<file path="config.mk">
export PLATFORM = sky130hd
export DESIGN_NAME = cache_fill_ctrl
export DESIGN_NICKNAME = d
export VERILOG_FILES = /design/src/rtl/cache_fill_ctrl_pkg.sv /design/src/rtl/cache_fill_ctrl_counter.sv /design/src/rtl/cache_fill_ctrl.sv
export SDC_FILE = /design/constraint.sdc
export NUM_CORES = 1
export LEC_CHECK = 0
export CORE_AREA = 4 4 91 93
export DETAILED_ROUTE_END_ITERATION = 7
export DIE_AREA = 0 0 95 97
export PLACE_DENSITY = 0.85
export SKIP_LAST_GASP = 1
export SLEW_MARGIN = 20
export SYNTH_ARGS = -nofsm -noshare
export SYNTH_HDL_FRONTEND = slang
export SYNTH_SLANG_ARGS = --single-unit
</file>
<file path="constraint.sdc">
create_clock -name clk -period 5.5 [get_ports clk]
set_input_delay 0.55 -clock clk [delete_from_list [all_inputs] [get_ports clk]]
set_output_delay 0.55 -clock clk [all_outputs]
set_load 0.02 [all_outputs]
</file>
<file path="src/rtl/cache_fill_ctrl_pkg.sv">
// Shared definitions for the cache fill controller: FSM states, block geometry
// and cache-select encodings.
package cache_fill_ctrl_pkg;

  typedef enum logic [2:0] {
    IDLE,
    STORE,
    ISSUE,
    WAIT,
    DONE
  } state_t;

  localparam int unsigned BLOCK_WORDS = 8;
  localparam logic [15:0] BLOCK_MASK  = 16'hFFF0;

  localparam logic SEL_I = 1'b0;
  localparam logic SEL_D = 1'b1;

endpackage

</file>
<file path="src/rtl/cache_fill_ctrl_counter.sv">
// 4-bit word counter with synchronous clear and increment; used for both the
// issue and the return side of a block fill.
module fill_counter (
  input  logic       clk,
  input  logic       rst,
  input  logic       clr,
  input  logic       inc,
  output logic [3:0] count
);

  always_ff @(posedge clk) begin
    if (rst || clr) begin
      count <= '0;
    end else if (inc) begin
      count <= count + 4'd1;
    end
  end

endmodule

</file>
<file path="src/rtl/cache_fill_ctrl.sv">
// Block-fill / write-through controller shared by the I- and D-caches.
// Arbitrates store > D-miss > I-miss, streams reads and writes returned words.
module cache_fill_ctrl #(
  parameter int unsigned MEM_LATENCY = 4,
  parameter int unsigned BLOCK_WORDS = cache_fill_ctrl_pkg::BLOCK_WORDS
) (
  input  logic        clk,
  input  logic        rst,
  input  logic        imiss,
  input  logic [15:0] imiss_addr,
  input  logic        dmiss,
  input  logic [15:0] dmiss_addr,
  input  logic        dstore,
  input  logic [15:0] dstore_addr,
  input  logic [15:0] dstore_data,
  output logic        mem_en,
  output logic        mem_wr,
  output logic [15:0] mem_addr,
  output logic [15:0] mem_wdata,
  input  logic        mem_rvalid,
  input  logic [15:0] mem_rdata,
  output logic        fill_we,
  output logic        fill_sel,
  output logic [2:0]  fill_word,
  output logic [15:0] fill_data,
  output logic        tag_we,
  output logic [15:0] fill_base,
  output logic        idone,
  output logic        ddone,
  output logic        busy
);

  import cache_fill_ctrl_pkg::*;

  localparam logic [3:0] LAST = 4'(BLOCK_WORDS - 1);

  if (MEM_LATENCY == 0) begin : g_bad_latency
    $error("MEM_LATENCY must be at least 1");
  end

  state_t      state;
  logic        sel;
  logic [15:0] base;
  logic [3:0]  issue_cnt;
  logic [3:0]  ret_cnt;
  logic        active;
  logic [15:0] miss_base;

  assign active    = (state == ISSUE) || (state == WAIT);
  assign miss_base = (dmiss ? dmiss_addr : imiss_addr) & BLOCK_MASK;

  // Return path is combinational so a word lands in the array the cycle it arrives.
  assign fill_we   = mem_rvalid && active;
  assign fill_sel  = sel;
  assign fill_word = ret_cnt[2:0];
  assign fill_data = fill_we ? mem_rdata : '0;
  assign fill_base = base;

  fill_counter u_issue_cnt (
    .clk   (clk),
    .rst   (rst),
    .clr   (state == IDLE),
    .inc   (state == ISSUE),
    .count (issue_cnt)
  );

  fill_counter u_ret_cnt (
    .clk   (clk),
    .rst   (rst),
    .clr   (state == IDLE),
    .inc   (fill_we),
    .count (ret_cnt)
  );

  always_ff @(posedge clk) begin
    if (rst) begin
      state     <= IDLE;
      sel       <= SEL_I;
      base      <= '0;
      mem_en    <= 1'b0;
      mem_wr    <= 1'b0;
      mem_addr  <= '0;
      mem_wdata <= '0;
      tag_we    <= 1'b0;
      idone     <= 1'b0;
      ddone     <= 1'b0;
      busy      <= 1'b0;
    end else begin
      tag_we <= 1'b0;
      idone  <= 1'b0;
      ddone  <= 1'b0;
      case (state)
        IDLE: begin
          if (dstore) begin
            state     <= STORE;
            sel       <= SEL_D;
            mem_en    <= 1'b1;
            mem_wr    <= 1'b1;
            mem_addr  <= dstore_addr;
            mem_wdata <= dstore_data;
            ddone     <= 1'b1;
            busy      <= 1'b1;
          end else if (dmiss || imiss) begin
            state    <= ISSUE;
            sel      <= dmiss ? SEL_D : SEL_I;
            base     <= miss_base;
            mem_en   <= 1'b1;
            mem_wr   <= 1'b0;
            mem_addr <= miss_base;
            busy     <= 1'b1;
          end
        end
        STORE: begin
          state  <= IDLE;
          mem_en <= 1'b0;
          mem_wr <= 1'b0;
          busy   <= 1'b0;
        end
        ISSUE, WAIT: begin
          if (state == ISSUE) begin
            if (issue_cnt == LAST) begin
              state  <= WAIT;
              mem_en <= 1'b0;
            end else begin
              mem_addr <= base + {11'b0, issue_cnt + 4'd1, 1'b0};
            end
          end
          // Last return overrides the issue-side transition.
          if (mem_rvalid && ret_cnt == LAST) begin
            state  <= DONE;
            mem_en <= 1'b0;
            tag_we <= 1'b1;
            idone  <= (sel == SEL_I);
            ddone  <= (sel == SEL_D);
          end
        end
        DONE: begin
          state <= IDLE;
          busy  <= 1'b0;
        end
        default: state <= IDLE;
      endcase
    end
  end

endmodule

</file>
* Word level (Yosys, flattened, before mapping) *
Cells that the tools add are included.

storage, ports and cells
  output and inout bits = 75
  bits in registers = 62
  word-level logic and storage cells = 84
  bits in latches = 0
  RAM bits = 0
  memory bits (read-only) = 0
  memories kept = 0

operators by class
  divide/modulo/power cells = 0
  add/sub/neg operators = 3
  mux-type cells = 30
  equality and inequality tests = 11
  bitwise logic cells = 4
  $mul = 0
  shift operators = 0
  magnitude comparators = 0
  reduce and logical (&&, ||, !) cells = 23

operator list
  operator               number
  $mux W16               6
  $pmux W16 S2           1
  $add A16 B5 Y16        1
  $mux W3                5
  $mux W1                13
  $add A4 B1 Y4 const B  2
  $eq A4 B3 Y1 const B   2
  $reduce_and A2 Y1      4
  $reduce_and A4 Y1      2
  $reduce_bool A2 Y1     4
  $eq A3 B2 Y1 const B   2
  $ne A3 B3 Y1 const B   2
  $pmux W1 S2            3
  $pmux W3 S2            1
  $reduce_and A3 Y1      2
  $reduce_or A2 Y1       3
  $not A1 Y1             4
  $eq A3 B1 Y1 const B   1
  $eq A3 B3 Y1 const B   1
  $logic_not A3 Y1       1
  $logic_or A1 B1 Y1     3
  $ne A3 B2 Y1 const B   1
  $pmux W1 S3            1
  $reduce_bool A3 Y1     1
  other kinds (4)        5

* Logic depth before layout (Yosys ltp) *
Gate-level depths: netlist of the first run.

  word-level depth = 5
  gate-level depth with buffers = 8
  gate-level depth less buffers = 8

* By module *
A second synthesis of the first run with hierarchy kept.

second synthesis, totals
  cells, all modules = 378
  area total of the unflattened synthesis = 3203.1 um^2

by module, submodules not included
  module           times used  sequential area each (um^2)  area each (um^2)  cells each
  cache_fill_ctrl  1           1081.0                       2847.7            344
  fill_counter     2           80.1                         177.7             17

* Least setup slack after synthesis of the first run *
No wires, ideal clock.

  path kind = reg-to-reg
  from = register u_issue_cnt.count[2]
  to = register mem_addr[14]
  arrival time = 2.059 ns
  path buffers = 0
  path slack = 3.350 ns
  period minus slack after synthesis = 2.150 ns
  stages on the path, launching flop included = 9
  library setup time = 0.091 ns
  data required time = 5.409 ns
  cells stage by stage = dfxtp_1 > nand3_1 > xnor2_1 > ha_1 > ha_1 > nand3_2 > or3_1 > or3_1 > a311oi_1

on the way
  word-level cells in the longest chain between the ends = 5
  elaborated cells between the ends (all ways) = 8
  those cells by class = add/sub (2); eq/ne (2); mux (3); reduce/logical (1)

ends and longest elaborated chain
  element                   line                           source
  start: declaration        cache_fill_ctrl_counter.sv:8   output logic [3:0] count
  start signal: assignment  cache_fill_ctrl_counter.sv:15  count <= count + 4'd1;
  $add A4 B1 Y4             cache_fill_ctrl.sv:125         mem_addr <= base + {11'b0, issue_cnt + 4'd1, 1'b0};
  $add A16 B5 Y16           cache_fill_ctrl.sv:125
  $mux W16                  cache_fill_ctrl.sv:121         if (issue_cnt == LAST) begin
  $mux W16                  cache_fill_ctrl.sv:120         if (state == ISSUE) begin
  $pmux W16 S2              cache_fill_ctrl.sv:92          case (state)
  end signal: assignment    cache_fill_ctrl.sv:99          mem_addr <= dstore_addr;
  end signal: assignment    cache_fill_ctrl.sv:109         mem_addr <= miss_base;
  end signal: assignment    cache_fill_ctrl.sv:125
  end: declaration          cache_fill_ctrl.sv:18          output logic [15:0] mem_addr,

Parallel ways exist; a longest one is shown, timed or not. The select of a mux whose other input is x is not followed.
A chain may end at the register's enable or synchronous reset.

* Worst setup path in the final report of the first run *
  from = input port mem_rvalid
  to = output port fill_data[4]

on the way
  word-level cells in the longest chain between the ends = 2

ends and longest elaborated chain
  element              line                   source
  start: declaration   cache_fill_ctrl.sv:20  input logic mem_rvalid,
  $logic_and A1 B1 Y1  cache_fill_ctrl.sv:53  assign fill_we = mem_rvalid && active;
  $mux W16             cache_fill_ctrl.sv:56  assign fill_data = fill_we ? mem_rdata : '0;
  end: declaration     cache_fill_ctrl.sv:25  output logic [15:0] fill_data,

Every way passes these cells.

==> results of run 1 <==
## power by group
part	leakage [nW]	total (mW)	switching, mW	internal (mW)
Clock	0.106	0.424	0.174	0.250
Combinational	1.21	0.543	0.288	0.256
Sequential	0.510	0.568	0.0531	0.515
Total	1.83	1.54	0.514	1.02
## cell families (layout without fill, tap and decap cells)
| family | after synthesis | after routing | share of synthesized area (%) |
|---|---|---|---|
| AOI/OAI and AO/OA | 87 | 87 | 19.9 |
| xor gates and xnor gates | 10 | 10 | 2.76 |
| adders and majority gates | 4 | 4 | 1.57 |
| buffers and inverters | 37 | 170 | 6.22 |
| DFF | 62 | 62 | 39.1 |
| muxes | 19 | 19 | 6.14 |
| other | 1 | 4 | 0.118 |
| and+or+nand+nor | 159 | 159 | 24.3 |
## state kept, by name (all words and copies together) (netlist names)
register	count
u_issue_cnt.count	4
mem_wr	1
idone	1
mem_wdata	16
mem_addr	16
mem_en	1
tag_we	1
u_ret_cnt.count	4
state	3
fill_sel	1
ddone	1
busy	1
fill_base	12
## worst max-delay path, stage by stage
cell and delay [ns]:
clkdlybuf4s50_1 0.47, and3b_1 0.55, and2_1 0.22, clkdlybuf4s50_1 0.62
## cell type report
class / instances / area (sq um) / share of cell area (%)
Sequential cell: 62 / 1240 / 25.7
Inverter: 5 / 18.8 / 0.388
Timing Repair Buffer: 150 / 1490 / 30.9
Multi-Input combinational cell: 283 / 1750 / 36.2
Clock inverter: 5 / 75.1 / 1.55
Clock buffer: 10 / 128 / 2.64
Tap cell: 102 / 128 / 2.64
## worst paths after layout
| kind | end | slack (ns) | cells past startpoint |
|---|---|---|---|
| min | mem_wdata[11]$_SDFFE_PP0P_ | 0.45 | 2 |
| max reg2reg | mem_addr[14]$_SDFFE_PP0P_ | 3.06 | 8 |
| max | fill_data[4] | 2.53 | 4 |
| min reg2reg | mem_wdata[11]$_SDFFE_PP0P_ | 0.45 | 2 |
## layout by cell type, fill, tap and decap left out, types with 6 or more instances in the layout
| cell type | Yosys | layout |
|---|---|---|
| nand4_1 | 6 | 6 |
| mux2i_1 | 15 | 15 |
| clkdlybuf4s50_1 | 0 | 147 |
| a311oi_1 | 8 | 8 |
| and2_1 | 18 | 18 |
| dfxtp_1 | 62 | 62 |
| clkbuf_8 | 0 | 9 |
| nand2_1 | 61 | 61 |
| nor2_1 | 36 | 36 |
| a21oi_1 | 30 | 30 |
| nor3_1 | 10 | 10 |
| a211oi_2 | 9 | 9 |
| o21ai_0 | 13 | 13 |
## per-layer routing
metal	vias up	share of wire, %
met4	0	1.2
met1	1515	39
li1	1580	-
met3	9	9.0
met2	121	51
met5	-	0
==> flow_summary.json, run 1 <==
{
  "finalWirelength_microns": 9370,
  "arrival_ns": 2.42,
  "tightest_slew_ns": 1.09,
  "ys_top_cells_by_area": "dfxtp_1, nand2_1, a21oi_1",
  "crit_path_start": "mem_rvalid",
  "start_util_pct": 42.2,
  "cts.sinks": 62,
  "syn-cell-area_sq_um": 3180,
  "cts_buffer_depth": 2,
  "p_total_mw": 1.54,
  "wire_per_inst_microns": 15.2,
  "dr.pass1.iters": 4,
  "synth_top_cell_area_share_pct": 39.1,
  "hold-worst-slack_ns": 0.454,
  "fin_util_pct": 64.2,
  "synth_commonest_cells": "dfxtp_1, nand2_1, nor2_1, a21oi_1, and2_1",
  "hold_start": "mem_wdata[11]$_SDFFE_PP0P_",
  "vias": 3225,
  "yosysMostFrequentCell": "dfxtp_1",
  "yosysSeqAreaShare_pct": 39.1,
  "track_usage_pct": 20.2,
  "setup_tns_ns": 0,
  "vias_per_cell": 5.23,
  "cts.repair.resized": 0,
  "ctsHtreeMaxLevel": 3,
  "drt-initial-drc-count": 157,
  "die_y_microns": 97,
  "portBuffers": 148,
  "fin_skew_ns": 0.00473,
  "synth_cell_types": 50,
  "clk_pin_slew_ns": 0.07,
  "cts_tree": "done",
  "core-area_sq_um": 7530,
  "ys_async_sr_fraction_pct": 0,
  "fin_crit_sh_pct": 53.9,
  "ios": 161,
  "antenna_found_initial": 0,
  "synth.avg_cell_area_sq_um": 8.39,
  "yosysTopAreaCell": "dfxtp_1",
  "postRouteAntennaNets": 0,
  "cts_inserted_buffers": 9,
  "ys_ff_latch": 62,
  "dpl_cell_area_sq_um": 4630,
  "hpwl_microns": 6970,
  "relSlewSlack_pct": 27.0,
  "outcome": "finished, final reports clean",
  "r2r-start": "u_issue_cnt.count[2]$_SDFFE_PP0N_",
  "num_rows": 32,
  "powerDensity_nw_per_um2": 318,
  "synth_edf_count": 0,
  "fin_nets": 601,
  "post-place-ws_ns": 2.36,
  "insertion_delay_ns": 0.34,
  "post-route-worst-setup-slack_ns": 2.53,
  "drc_errors": 0,
  "final_hold_viol_count": 0,
  "instances_no_fill": 617,
  "cap_viol_max_count": 0,
  "rsz0062_at_grt": "false",
  "grtUsageMet2_pct": 35.0,
  "path_max_fanout": 22,
  "placedCellCount": 602,
  "final_area_sq_um": 4830,
  "ir_drop_uv": 168,
  "diodes": 0,
  "syn2layout_area_growth_pct": 52.0,
  "synth_cells": 379,
  "use_met1_pct": 22.6,
  "hold_class": "reg -> reg",
  "final.fill_count": 657,
  "ys_warn_count": 0,
  "post-route-min-period_ns": 2.97,
  "start_kind": "primary input",
  "post_cts_buffers": 0,
  "setup_viol": 0,
  "cp_data_required_time_ns": 4.95,
  "end_kind": "primary output",
  "cts_hold_buffers": 0,
  "grt_pass1_wl_microns": 14900,
  "die_area_sq_um": 9220,
  "leakagePower_nw": 1.83,
  "ys.flop_type": "dfxtp_1",
  "place_congestion": 0.844,
  "max_freq_ghz": 0.337,
  "use_met3_pct": 6.38,
  "drive_gt1_share_pct": 8.35,
  "slew_viol_final": 0,
  "clockRootBuffer": "clkbuf_8",
  "first_global_vias": 3198,
  "dieWidth_microns": 95,
  "path_class": "in -> out",
  "grt_max_degree": 46,
  "gr-total-overflow": 0,
  "grt-busiest-layer": "met2"
}
No activity file was read; power rests on OpenSTA's default activity.
==> run 2, diff against run 1 <==
--- a/config.mk
+++ b/config.mk
@@ -5,10 +5,10 @@
 export SDC_FILE = /design/constraint.sdc
 export NUM_CORES = 1
 export LEC_CHECK = 0
-export CORE_AREA = 4 4 91 93
+export CORE_AREA = 4 4 99 101
 export DETAILED_ROUTE_END_ITERATION = 7
-export DIE_AREA = 0 0 95 97
-export PLACE_DENSITY = 0.85
+export DIE_AREA = 0 0 103 105
+export PLACE_DENSITY = 0.76
 export SKIP_LAST_GASP = 1
 export SLEW_MARGIN = 20
 export SYNTH_ARGS = -nofsm -noshare
==> constraint.sdc (replaced) <==
create_clock -name clk -period 2.6 [get_ports clk]
set_input_delay 0.26 -clock clk [delete_from_list [all_inputs] [get_ports clk]]
set_output_delay 0.26 -clock clk [all_outputs]
set_load 0.02 [all_outputs]
==> flow_summary.json, run 2 (synthesis gave the netlist of run 1 again) <==
{
  "outcome": "finished, final reports clean",
  "drc_errors": 0,
  "powerDensity_nw_per_um2": 653,
  "place_congestion": 0.813,
  "end_kind": "flip-flop",
  "slowest_stage": "or3_1",
  "final.fill_count": 840,
  "multi_input_area_sq_um": 1750,
  "core-area_sq_um": 9020,
  "rsz0062_at_grt": "false",
  "p_total_mw": 3.21,
  "insertion_delay_ns": 0.34,
  "ir_drop_uv": 423,
  "drive_gt1_share_pct": 10.6,
  "slowest_delay_ns": 0.42,
  "switching_power_mw": 1.11,
  "tightest_slew_ns": 0.797,
  "first_global_vias": 3283,
  "dr.pass1.iters": 5,
  "leakagePower_nw": 1.88,
  "final_common_cell": "clkdlybuf4s50_1",
  "wire_per_inst_microns": 16.0,
  "start_util_pct": 35.2,
  "final_cell_mix": "clkdlybuf4s50_1, dfxtp_1, nand2_1",
  "die_area_sq_um": 10800,
  "vias": 3230,
  "relSlewSlack_pct": 46.9,
  "seqCellArea_sq_um": 1240,
  "die_y_microns": 105,
  "hpwl_microns": 7990,
  "diodes": 0,
  "cap_viol_max_count": 0,
  "critical_path_buf_inv_count": 0,
  "post-route-worst-setup-slack_ns": 0.212,
  "cts_hold_buffers": 0,
  "fin_util_pct": 54.5,
  "path_max_fanout": 6,
  "postRouteAntennaNets": 0,
  "switching_share_pct": 34.7,
  "cpLargestDelayFamily": "simple AND/OR/NAND/NOR gates",
  "cts.sinks": 62,
  "internal_power_mw": 2.10,
  "hold_class": "in -> reg",
  "syn2layout_area_growth_pct": 54.6,
  "gr-total-overflow": 0,
  "clockRootBuffer": "clkbuf_8",
  "post-route-min-period_ns": 2.39,
  "grt_max_degree": 24,
  "final_hold_viol_count": 0,
  "start_kind": "flip-flop",
  "drt-initial-drc-count": 120,
  "pwr-share-comb_pct": 37.0,
  "portBuffers": 148,
  "vias_per_cell": 5.05,
  "cp_data_required_time_ns": 2.85,
  "fin_nets": 613,
  "ctsHtreeMaxLevel": 3,
  "num_rows": 35,
  "arrival_ns": 2.63,
  "setup_viol": 0,
  "final_area_sq_um": 4910,
  "cts_buffer_depth": 2,
  "antenna_found_initial": 0,
  "dpl_cell_area_sq_um": 4730,
  "dieWidth_microns": 103,
  "cts_inserted_buffers": 9,
  "seq_power_share_pct": 37.7,
  "power.share.clock_pct": 25.4,
  "grt_pass1_wl_microns": 15900,
  "path_class": "reg -> reg",
  "cts_tree": "done",
  "setup_tns_ns": 0,
  "ios": 161,
  "fin_crit_sh_pct": 91.9,
  "fin_skew_ns": 0.0107,
  "finalWirelength_microns": 10200,
  "slew_viol_final": 0,
  "track_usage_pct": 18.7,
  "post-place-ws_ns": 0.199,
  "max_freq_ghz": 0.419,
  "clk_pin_slew_ns": 0.07,
  "critical_path.cell_chain": "nand3_1, xnor2_1, ha_1, ha_1, nand3_2, or3_1, or3_1, a311oi_1"
}
run 2: layout make-up:
class / instances / share of cell area [%]
multi-input combinational: 283 / 35.7
clock buffer: 11 / 2.67
timing repair buffer: 162 / 32.2
inverter: 5 / 0.382
sequential: 62 / 25.3
clock inverter: 5 / 1.02
tap: 111 / 2.83
run 2: worst paths after layout:
path                                                  end  slack (ns)  cells past startpoint                         startpoint
worst min register to register  mem_wdata[8]$_SDFFE_PP0P_        0.46                      2          mem_wdata[8]$_SDFFE_PP0P_
worst max-delay path            mem_addr[14]$_SDFFE_PP0P_        0.21                      8  u_issue_cnt.count[2]$_SDFFE_PP0N_
worst min-delay path            mem_wdata[8]$_SDFFE_PP0P_        0.32                      2                                rst
worst max register to register  mem_addr[14]$_SDFFE_PP0P_        0.21                      8  u_issue_cnt.count[2]$_SDFFE_PP0N_
run 2: layer usage:
metal	track usage (%)	wire length, microns	vias to the layer above
li1	-	-	1600
met4	6.29	167	0
met1	21.2	3910	1511
met2	33.1	5340	105
met3	5.14	814	14
met5	0	0	-
run 2: power groups by stage:
stage / clock, mW / sequential, mW / combinational (mW)
2_1_floorplan: 0 / 1.35 / 0.528
5_1_grt: 0.882 / 1.23 / 1.29
3_5_place_dp: 0 / 1.23 / 1.19
6_report: 0.814 / 1.21 / 1.19
3_3_place_gp: 0 / 1.22 / 1.17
4_1_cts: 0.838 / 1.21 / 1.20
run 2: worst reg2reg max path, delay by kind of cell, from the launching register on:
family / cells / cell delay, ns
compound gates: 1 / 0.26
simple gates: 4 / 1.01
xor+xnor: 1 / 0.16
flops: 1 / 0.41
fa+ha+maj: 2 / 0.45
run 2: timing repair:
| action | 4_1_cts | 5_1_grt |
|---|---|---|
| endpoints found under the setup margin | 0 | 2 |
| hold endpoints to repair | 0 | 0 |
| resized for setup | 0 | 1 |
| buffers inserted | 0 | 0 |
run 2: per-stage QoR:
step / hold slack (ns) / cells
floorplan: 0.396 / 382
global placement: 0.441 / 623
detailed placement: 0.446 / 623
CTS: 0.310 / 639
global route: 0.328 / 639
finish: 0.318 / 639
==> run 3, diff against run 2 <==
--- a/config.mk
+++ b/config.mk
@@ -5,6 +5,7 @@
 export SDC_FILE = /design/constraint.sdc
 export NUM_CORES = 1
 export LEC_CHECK = 0
+export CAP_MARGIN = 5
 export CORE_AREA = 4 4 99 101
 export DETAILED_ROUTE_END_ITERATION = 7
 export DIE_AREA = 0 0 103 105
==> results of run 3 <==
Same layout as run 2: the final DEF is identical, and so are final timing and power.
